<file path="config.mk">
export PLATFORM = sky130hd
export DESIGN_NAME = alu_seq_flat
export DESIGN_NICKNAME = d
export VERILOG_FILES = /design/src/rtl/alu_seq_pkg.sv /design/src/rtl/alu_seq_if.sv /design/src/rtl/alu_seq_alu.sv /design/src/rtl/alu_seq.sv /design/src/flat_wrapper.sv
export SDC_FILE = /design/constraint.sdc
export NUM_CORES = 1
export LEC_CHECK = 0
export CAP_MARGIN = 15
export CORE_UTILIZATION = 40
export DETAILED_ROUTE_END_ITERATION = 16
export PLACE_DENSITY = 0.64
export SYNTH_ARGS = -nofsm -noshare
export SYNTH_HDL_FRONTEND = slang
export SYNTH_SLANG_ARGS = --single-unit
export TNS_END_PERCENT = 5
</file>
<file path="constraint.sdc">
create_clock -name clk -period 10.2 [get_ports clk]
set_input_delay 1.53 -clock clk [delete_from_list [all_inputs] [get_ports clk]]
set_output_delay 1.53 -clock clk [all_outputs]
set_load 0.01 [all_outputs]
</file>
<file path="src/rtl/alu_seq_pkg.sv">
// Shared constants for the sequential ALU/multiplier: ALU opcodes and controller states.
package alu_seq_pkg;

  localparam logic [3:0] OP_AND = 4'b0000;
  localparam logic [3:0] OP_OR  = 4'b0001;
  localparam logic [3:0] OP_ADD = 4'b0010;
  localparam logic [3:0] OP_SUB = 4'b0110;
  localparam logic [3:0] OP_SLT = 4'b0111;
  localparam logic [3:0] OP_NOR = 4'b1100;

  localparam logic [5:0] FULL_STEPS = 6'd32;

  typedef enum logic [1:0] {
    ST_IDLE = 2'b00,
    ST_EXEC = 2'b01,
    ST_RUN  = 2'b10,
    ST_DONE = 2'b11
  } state_e;

endpackage

</file>
<file path="src/rtl/alu_seq_if.sv">
// Request/response bundle between a requester (master) and the alu_seq block (slave).
interface alu_seq_if;
  logic        start;
  logic        mode;
  logic [3:0]  op;
  logic [31:0] a;
  logic [31:0] b;
  logic        ready;
  logic        busy;
  logic        done;
  logic [31:0] result;
  logic        zero;

  modport master (
    output start, mode, op, a, b,
    input  ready, busy, done, result, zero
  );

  modport slave (
    input  start, mode, op, a, b,
    output ready, busy, done, result, zero
  );
endinterface

</file>
<file path="src/rtl/alu_seq_alu.sv">
// Combinational 32-bit ALU private to alu_seq; unknown opcodes produce zero.
module alu
  import alu_seq_pkg::*;
(
  input  logic [31:0] a_i,
  input  logic [31:0] b_i,
  input  logic [3:0]  op_i,
  output logic [31:0] y_o
);

  // Opcode decode; set-less-than compares unsigned
  always_comb begin
    y_o = 32'd0;
    case (op_i)
      OP_AND:  y_o = a_i & b_i;
      OP_OR:   y_o = a_i | b_i;
      OP_ADD:  y_o = a_i + b_i;
      OP_SUB:  y_o = a_i - b_i;
      OP_SLT:  y_o = {31'd0, (a_i < b_i)};
      OP_NOR:  y_o = ~(a_i | b_i);
      default: y_o = 32'd0;
    endcase
  end

endmodule

</file>
<file path="src/rtl/alu_seq.sv">
// Sequential ALU: one-shot ALU operation (mode 0) or shift-and-add 32-bit multiply (mode 1).
module alu_seq
  import alu_seq_pkg::*;
#(
  parameter logic EARLY_EXIT = 1'b1
) (
  input  logic       clk,
  input  logic       rst_n,
  alu_seq_if.slave   bus
);

  state_e      state_q, state_d;
  logic [31:0] opa_q, opa_d;
  logic [31:0] opb_q, opb_d;
  logic [3:0]  op_q, op_d;
  logic [31:0] acc_q, acc_d;
  logic [31:0] mcand_q, mcand_d;
  logic [31:0] mplier_q, mplier_d;
  logic [5:0]  step_q, step_d;
  logic [31:0] result_q, result_d;
  logic        zero_q, zero_d;
  logic        ready_q, busy_q, done_q;

  logic [31:0] alu_a_s, alu_b_s, alu_y_s;
  logic [3:0]  alu_op_s;
  logic        run_end_s;

  alu u_alu (
    .a_i  (alu_a_s),
    .b_i  (alu_b_s),
    .op_i (alu_op_s),
    .y_o  (alu_y_s)
  );

  // Multiply termination: early on exhausted multiplier, or after the full 32 steps
  always_comb begin
    if (EARLY_EXIT) begin
      run_end_s = (mplier_q == 32'd0);
    end else begin
      run_end_s = (step_q == FULL_STEPS);
    end
  end

  // Next-state, datapath updates and ALU input selection
  always_comb begin
    state_d  = state_q;
    opa_d    = opa_q;
    opb_d    = opb_q;
    op_d     = op_q;
    acc_d    = acc_q;
    mcand_d  = mcand_q;
    mplier_d = mplier_q;
    step_d   = step_q;
    result_d = result_q;
    zero_d   = zero_q;
    alu_a_s  = opa_q;
    alu_b_s  = opb_q;
    alu_op_s = op_q;

    case (state_q)
      ST_IDLE: begin
        if (bus.start) begin
          if (bus.mode) begin
            state_d  = ST_RUN;
            acc_d    = 32'd0;
            mcand_d  = bus.a;
            mplier_d = bus.b;
            step_d   = 6'd0;
          end else begin
            state_d = ST_EXEC;
            opa_d   = bus.a;
            opb_d   = bus.b;
            op_d    = bus.op;
          end
        end else begin
          state_d = ST_IDLE;
        end
      end
      ST_EXEC: begin
        state_d  = ST_DONE;
        result_d = alu_y_s;
        zero_d   = (alu_y_s == 32'd0);
      end
      ST_RUN: begin
        // The multiply reuses the same ALU as an accumulator adder
        alu_a_s  = acc_q;
        alu_b_s  = mcand_q;
        alu_op_s = OP_ADD;
        if (run_end_s) begin
          state_d  = ST_DONE;
          result_d = acc_q;
          zero_d   = (acc_q == 32'd0);
        end else begin
          if (mplier_q[0]) begin
            acc_d = alu_y_s;
          end else begin
            acc_d = acc_q;
          end
          mcand_d  = mcand_q << 1;
          mplier_d = mplier_q >> 1;
          step_d   = step_q + 6'd1;
        end
      end
      ST_DONE: begin
        state_d = ST_IDLE;
      end
      default: begin
        state_d = ST_IDLE;
      end
    endcase
  end

  // State, datapath and registered status outputs
  always_ff @(posedge clk or negedge rst_n) begin
    if (!rst_n) begin
      state_q  <= ST_IDLE;
      opa_q    <= 32'd0;
      opb_q    <= 32'd0;
      op_q     <= 4'd0;
      acc_q    <= 32'd0;
      mcand_q  <= 32'd0;
      mplier_q <= 32'd0;
      step_q   <= 6'd0;
      result_q <= 32'd0;
      zero_q   <= 1'b1;
      ready_q  <= 1'b1;
      busy_q   <= 1'b0;
      done_q   <= 1'b0;
    end else begin
      state_q  <= state_d;
      opa_q    <= opa_d;
      opb_q    <= opb_d;
      op_q     <= op_d;
      acc_q    <= acc_d;
      mcand_q  <= mcand_d;
      mplier_q <= mplier_d;
      step_q   <= step_d;
      result_q <= result_d;
      zero_q   <= zero_d;
      ready_q  <= (state_d == ST_IDLE);
      busy_q   <= (state_d != ST_IDLE);
      done_q   <= (state_d == ST_DONE);
    end
  end

  assign bus.ready  = ready_q;
  assign bus.busy   = busy_q;
  assign bus.done   = done_q;
  assign bus.result = result_q;
  assign bus.zero   = zero_q;

endmodule

</file>
<file path="src/flat_wrapper.sv">
// flat-port wrapper written by rule: the top's interface ports become plain ports
module alu_seq_flat import alu_seq_pkg::*;
#(
  parameter logic EARLY_EXIT = 1'b1
)
  (clk, rst_n, bus_start, bus_mode, bus_op, bus_a, bus_b, bus_ready, bus_busy, bus_done, bus_result, bus_zero);
  alu_seq_if bus_i ();
  input  logic clk;
  input  logic rst_n;
  input wire logic [$bits(bus_i.start)-1:0] bus_start;
  input wire logic [$bits(bus_i.mode)-1:0] bus_mode;
  input wire logic [$bits(bus_i.op)-1:0] bus_op;
  input wire logic [$bits(bus_i.a)-1:0] bus_a;
  input wire logic [$bits(bus_i.b)-1:0] bus_b;
  output wire logic [$bits(bus_i.ready)-1:0] bus_ready;
  output wire logic [$bits(bus_i.busy)-1:0] bus_busy;
  output wire logic [$bits(bus_i.done)-1:0] bus_done;
  output wire logic [$bits(bus_i.result)-1:0] bus_result;
  output wire logic [$bits(bus_i.zero)-1:0] bus_zero;
  assign bus_i.start = bus_start;
  assign bus_i.mode = bus_mode;
  assign bus_i.op = bus_op;
  assign bus_i.a = bus_a;
  assign bus_i.b = bus_b;
  assign bus_ready = bus_i.ready;
  assign bus_busy = bus_i.busy;
  assign bus_done = bus_i.done;
  assign bus_result = bus_i.result;
  assign bus_zero = bus_i.zero;
  alu_seq #(.EARLY_EXIT(EARLY_EXIT)) u_core (.clk(clk), .rst_n(rst_n), .bus(bus_i));
endmodule
</file>
==> flow_metrics.tcl <==
set metrics [dict create \
    status "finished, final reports clean" \
    rows 70 \
    syn_avg_cell_area_um2 9.20 \
    synthAdderAreaFrac_pct 8.83 \
    critPathCaptureType "flip-flop" \
    grt_pass1_vias 12500 \
    drt_iter0_markers 1032 \
    ios 108 \
    cts_buffer_depth 3 \
    netlist-cell-type-count 96 \
    worst_pin_slew_ns 1.19 \
    grt_pass1_wl_mm 76.6 \
    worst_setup_path_start_kind "flip-flop" \
    fin_ws_ns 3.91 \
    io_buffers 107 \
    cpLargestDelayFamily "compound AO/OA/AOI/OAI gates" \
    place.gp.congestion 0.942 \
    cts_tree "yes" \
    synthToLayoutAreaGrowth_pct 14.6 \
    setup_viol 0 \
    async_flop_share_pct 100 \
    synth_top_area_share_pct 33.3 \
    hp-class "flip-flop to flip-flop" \
    ys_seq_area_share_pct 33.6 \
    wl_per_cell_um 23.1 \
    viasPerCell 5.96 \
    grt_max_degree 128 \
    rsz0062_at_grt "false" \
    drtPass1Iterations 5 \
    synth_nets 1812 \
    n_antenna_cell 0 \
    slew_headroom_pct 20.7 \
    max_cap_viol_count 0 \
    coreArea_um2 36800 \
    cts_hold_buf 0 \
    numCtsBuffers 22 \
    cts_max_level 1 \
    fmax_mhz 159 \
    synth_cells 1635 \
    crit_type "flip-flop to flip-flop" \
    ant_nets 0 \
    synth_top_family_by_area "compound AO/OA/AOI/OAI gates" \
    via_count 12900 \
    die_w_um 196 \
    syn_area_um2 15000 \
    tns_ns 0 \
    cts-root-buf "clkbuf_16" \
    n_fill_cell 3541 \
    synthFlopType "dfrtp_1" \
    clkLatencyLatePin_ns 0.53 \
    layout-drive-gt1-share_pct 12.4 \
    clkSinkCount 202 \
    skew_ns 0.0173 \
    hold_viol 0 \
    path_buf_inv 2 \
    dieArea_um2 38400 \
    gr-total-overflow 0 \
    ys_top_cells_by_area "dfrtp_1 33%, mux2_2 9.0%, ha_1 8.6%" \
    grt_usage_pct 26.0 \
    drc_errors 0 \
    synth_xor_area_share_pct 1.22 \
    min_period_ns 6.29 \
    initial_core_util_pct 40.9 \
    arrival_ns 6.71 \
    clkTransAtPathRegs_ns 0.06 \
    post_cts_buffers 0 \
    synth_edf_count 0 \
    slowest_stage "o311ai_0" \
    synth_mux_area_share_pct 16.2 \
    synth_top_area_cell "dfrtp_1" \
    finalCritPeriodShare_pct 61.6 \
    worstPathCellList "inv_1 > ha_4 > buf_4 > mux2_2 > ha_1 > nand2b_1 > a221oi_1 > o311ai_0 > a21boi_0 > o31ai_1 > a211oi_1 > nor3b_1 > o21ai_2 > nor4_2 > nand4_1 > o41ai_2" \
    synth_compound_area_share_pct 21.0 \
    synth_seq_cells 202 \
    yosysWarnings 0 \
    finalNetCount 1865 \
    worstPathRequired_ns 10.62 \
    die_h_um 196 \
    yosys.area_share.simple_pct 14.0 \
    wl_mm 50.1 \
    critPathMaxFanout 64 \
    dp_slack_ns 3.97 \
    antenna_found_initial 1 \
    cts.repair.resized 0 \
    critPathMaxStageDelay_ns 0.95 \
    hpwl_mm 38.9 \
    drv_slew 0 \
]
[cells in the final DEF, fill, tap and decap left out, types with 20 or more instances in the layout]
master / netlist / layout
clkbuf_16: 0 / 23
dfrtp_1: 200 / 200
nand2b_1: 20 / 20
clkdlybuf4s50_1: 0 / 106
ha_1: 103 / 102
nor2_1: 87 / 87
mux2i_1: 109 / 109
a21oi_1: 62 / 61
a21o_1: 22 / 21
inv_1: 100 / 100
nor3_1: 21 / 20
o21ai_0: 136 / 136
mux2_2: 120 / 120
nor4_1: 22 / 22
nand3_1: 27 / 27
a221oi_1: 29 / 29
nand2_1: 162 / 162
a22o_1: 31 / 31
[flip-flops by register name (all words and copies together), names as in the netlist, 2 cells and up]
register           cells
u_core.mcand_q        32
u_core.bus.result     32
u_core.mplier_q       32
u_core.acc_q          32
u_core.opa_q          32
u_core.state_q         2
u_core.op_q            4
u_core.opb_q          32
[cells in the mapped netlist, drive strengths merged (12+ instances only)]
cell and n:
inv 101, a21oi 63, buf 31, ha 103, nand4 12, and3 14, nand2 163, nor4 23
clkbuf 63, nand3 27, nor2 87, o31ai 12, dfrtp 200, a31oi 13, mux2 120, nor2b 17
nor3 21, nand2b 20, o21ai 141, a221oi 30, a22o 31, xnor2 13, a21o 24, mux2i 109
[final timing paths]
| kind | start | endpoint | slack [ns] | cells after the start |
|---|---|---|---|---|
| worst max-delay path | u_core.state_q[0] | u_core.bus.zero | 3.91 | 16 |
| min in group asynchronous | rst_n | u_core.opb_q[1] | 1.00 | 1 |
| worst min-delay path | u_core.bus.result[19] | u_core.bus.result[19] | 0.48 | 2 |
| worst min register to register | u_core.bus.result[19] | u_core.bus.result[19] | 0.48 | 2 |
| max in group asynchronous | rst_n | u_core.opa_q[30] | 7.84 | 2 |
| worst max register to register | u_core.state_q[0] | u_core.bus.zero | 3.91 | 16 |
[layout make-up]
| class | count | area [um2] | share of cell area [%] |
|---|---|---|---|
| clock buffer | 31 | 646 | 3.75 |
| timing repair buffer | 123 | 1200 | 6.94 |
| tap | 468 | 586 | 3.40 |
| multi-input combinational | 1238 | 9250 | 53.7 |
| inverter | 101 | 379 | 2.20 |
| clock inverter | 9 | 124 | 0.719 |
| sequential | 202 | 5060 | 29.3 |
[worst register-to-register path, stage by stage (launching register included)]
cell	delay [ns]
dfrtp_1	0.39
inv_1	0.13
ha_4	0.60
buf_4	0.83
mux2_2	0.45
ha_1	0.62
nand2b_1	0.23
a221oi_1	0.10
o311ai_0	0.95
a21boi_0	0.27
o31ai_1	0.33
a211oi_1	0.12
nor3b_1	0.55
o21ai_2	0.12
nor4_2	0.15
nand4_1	0.13
o41ai_2	0.22
[routing by layer]
layer / up-vias / wire length, um / share of wire (%) / GRT usage, %
li1: 6089 / - / - / -
met1: 6293 / 23800 / 48 / 38.6
met2: 478 / 20500 / 41 / 37.6
met3: 81 / 4090 / 8.2 / 5.17
met4: 4 / 1540 / 3.1 / 8.13
met5: - / 109 / 0.22 / 1.79
[kinds of logic after synthesis]
family                   after synthesis
flip-flops                           202
XOR/XNOR                              21
multiplexers                         229
AND/OR/NAND/NOR                      435
adder cells (fa/ha/maj)              105
AO/OA/AOI/OAI                        448
buffers and inverters                195
[stage by stage]
step	instance area, um2	instances	util, %	hold slack, ns
floorplan	15000	1635	-	0.444
global placement	16400	2130	44.7	0.460
detailed placement	16500	2132	44.8	0.473
CTS	17200	2172	46.9	0.487
global route	17200	2172	46.9	0.500
finish	17200	2172	46.9	0.476
Power is not shown: default switching activity piles up to over one toggle a cycle in this logic, so the estimate is an artifact.
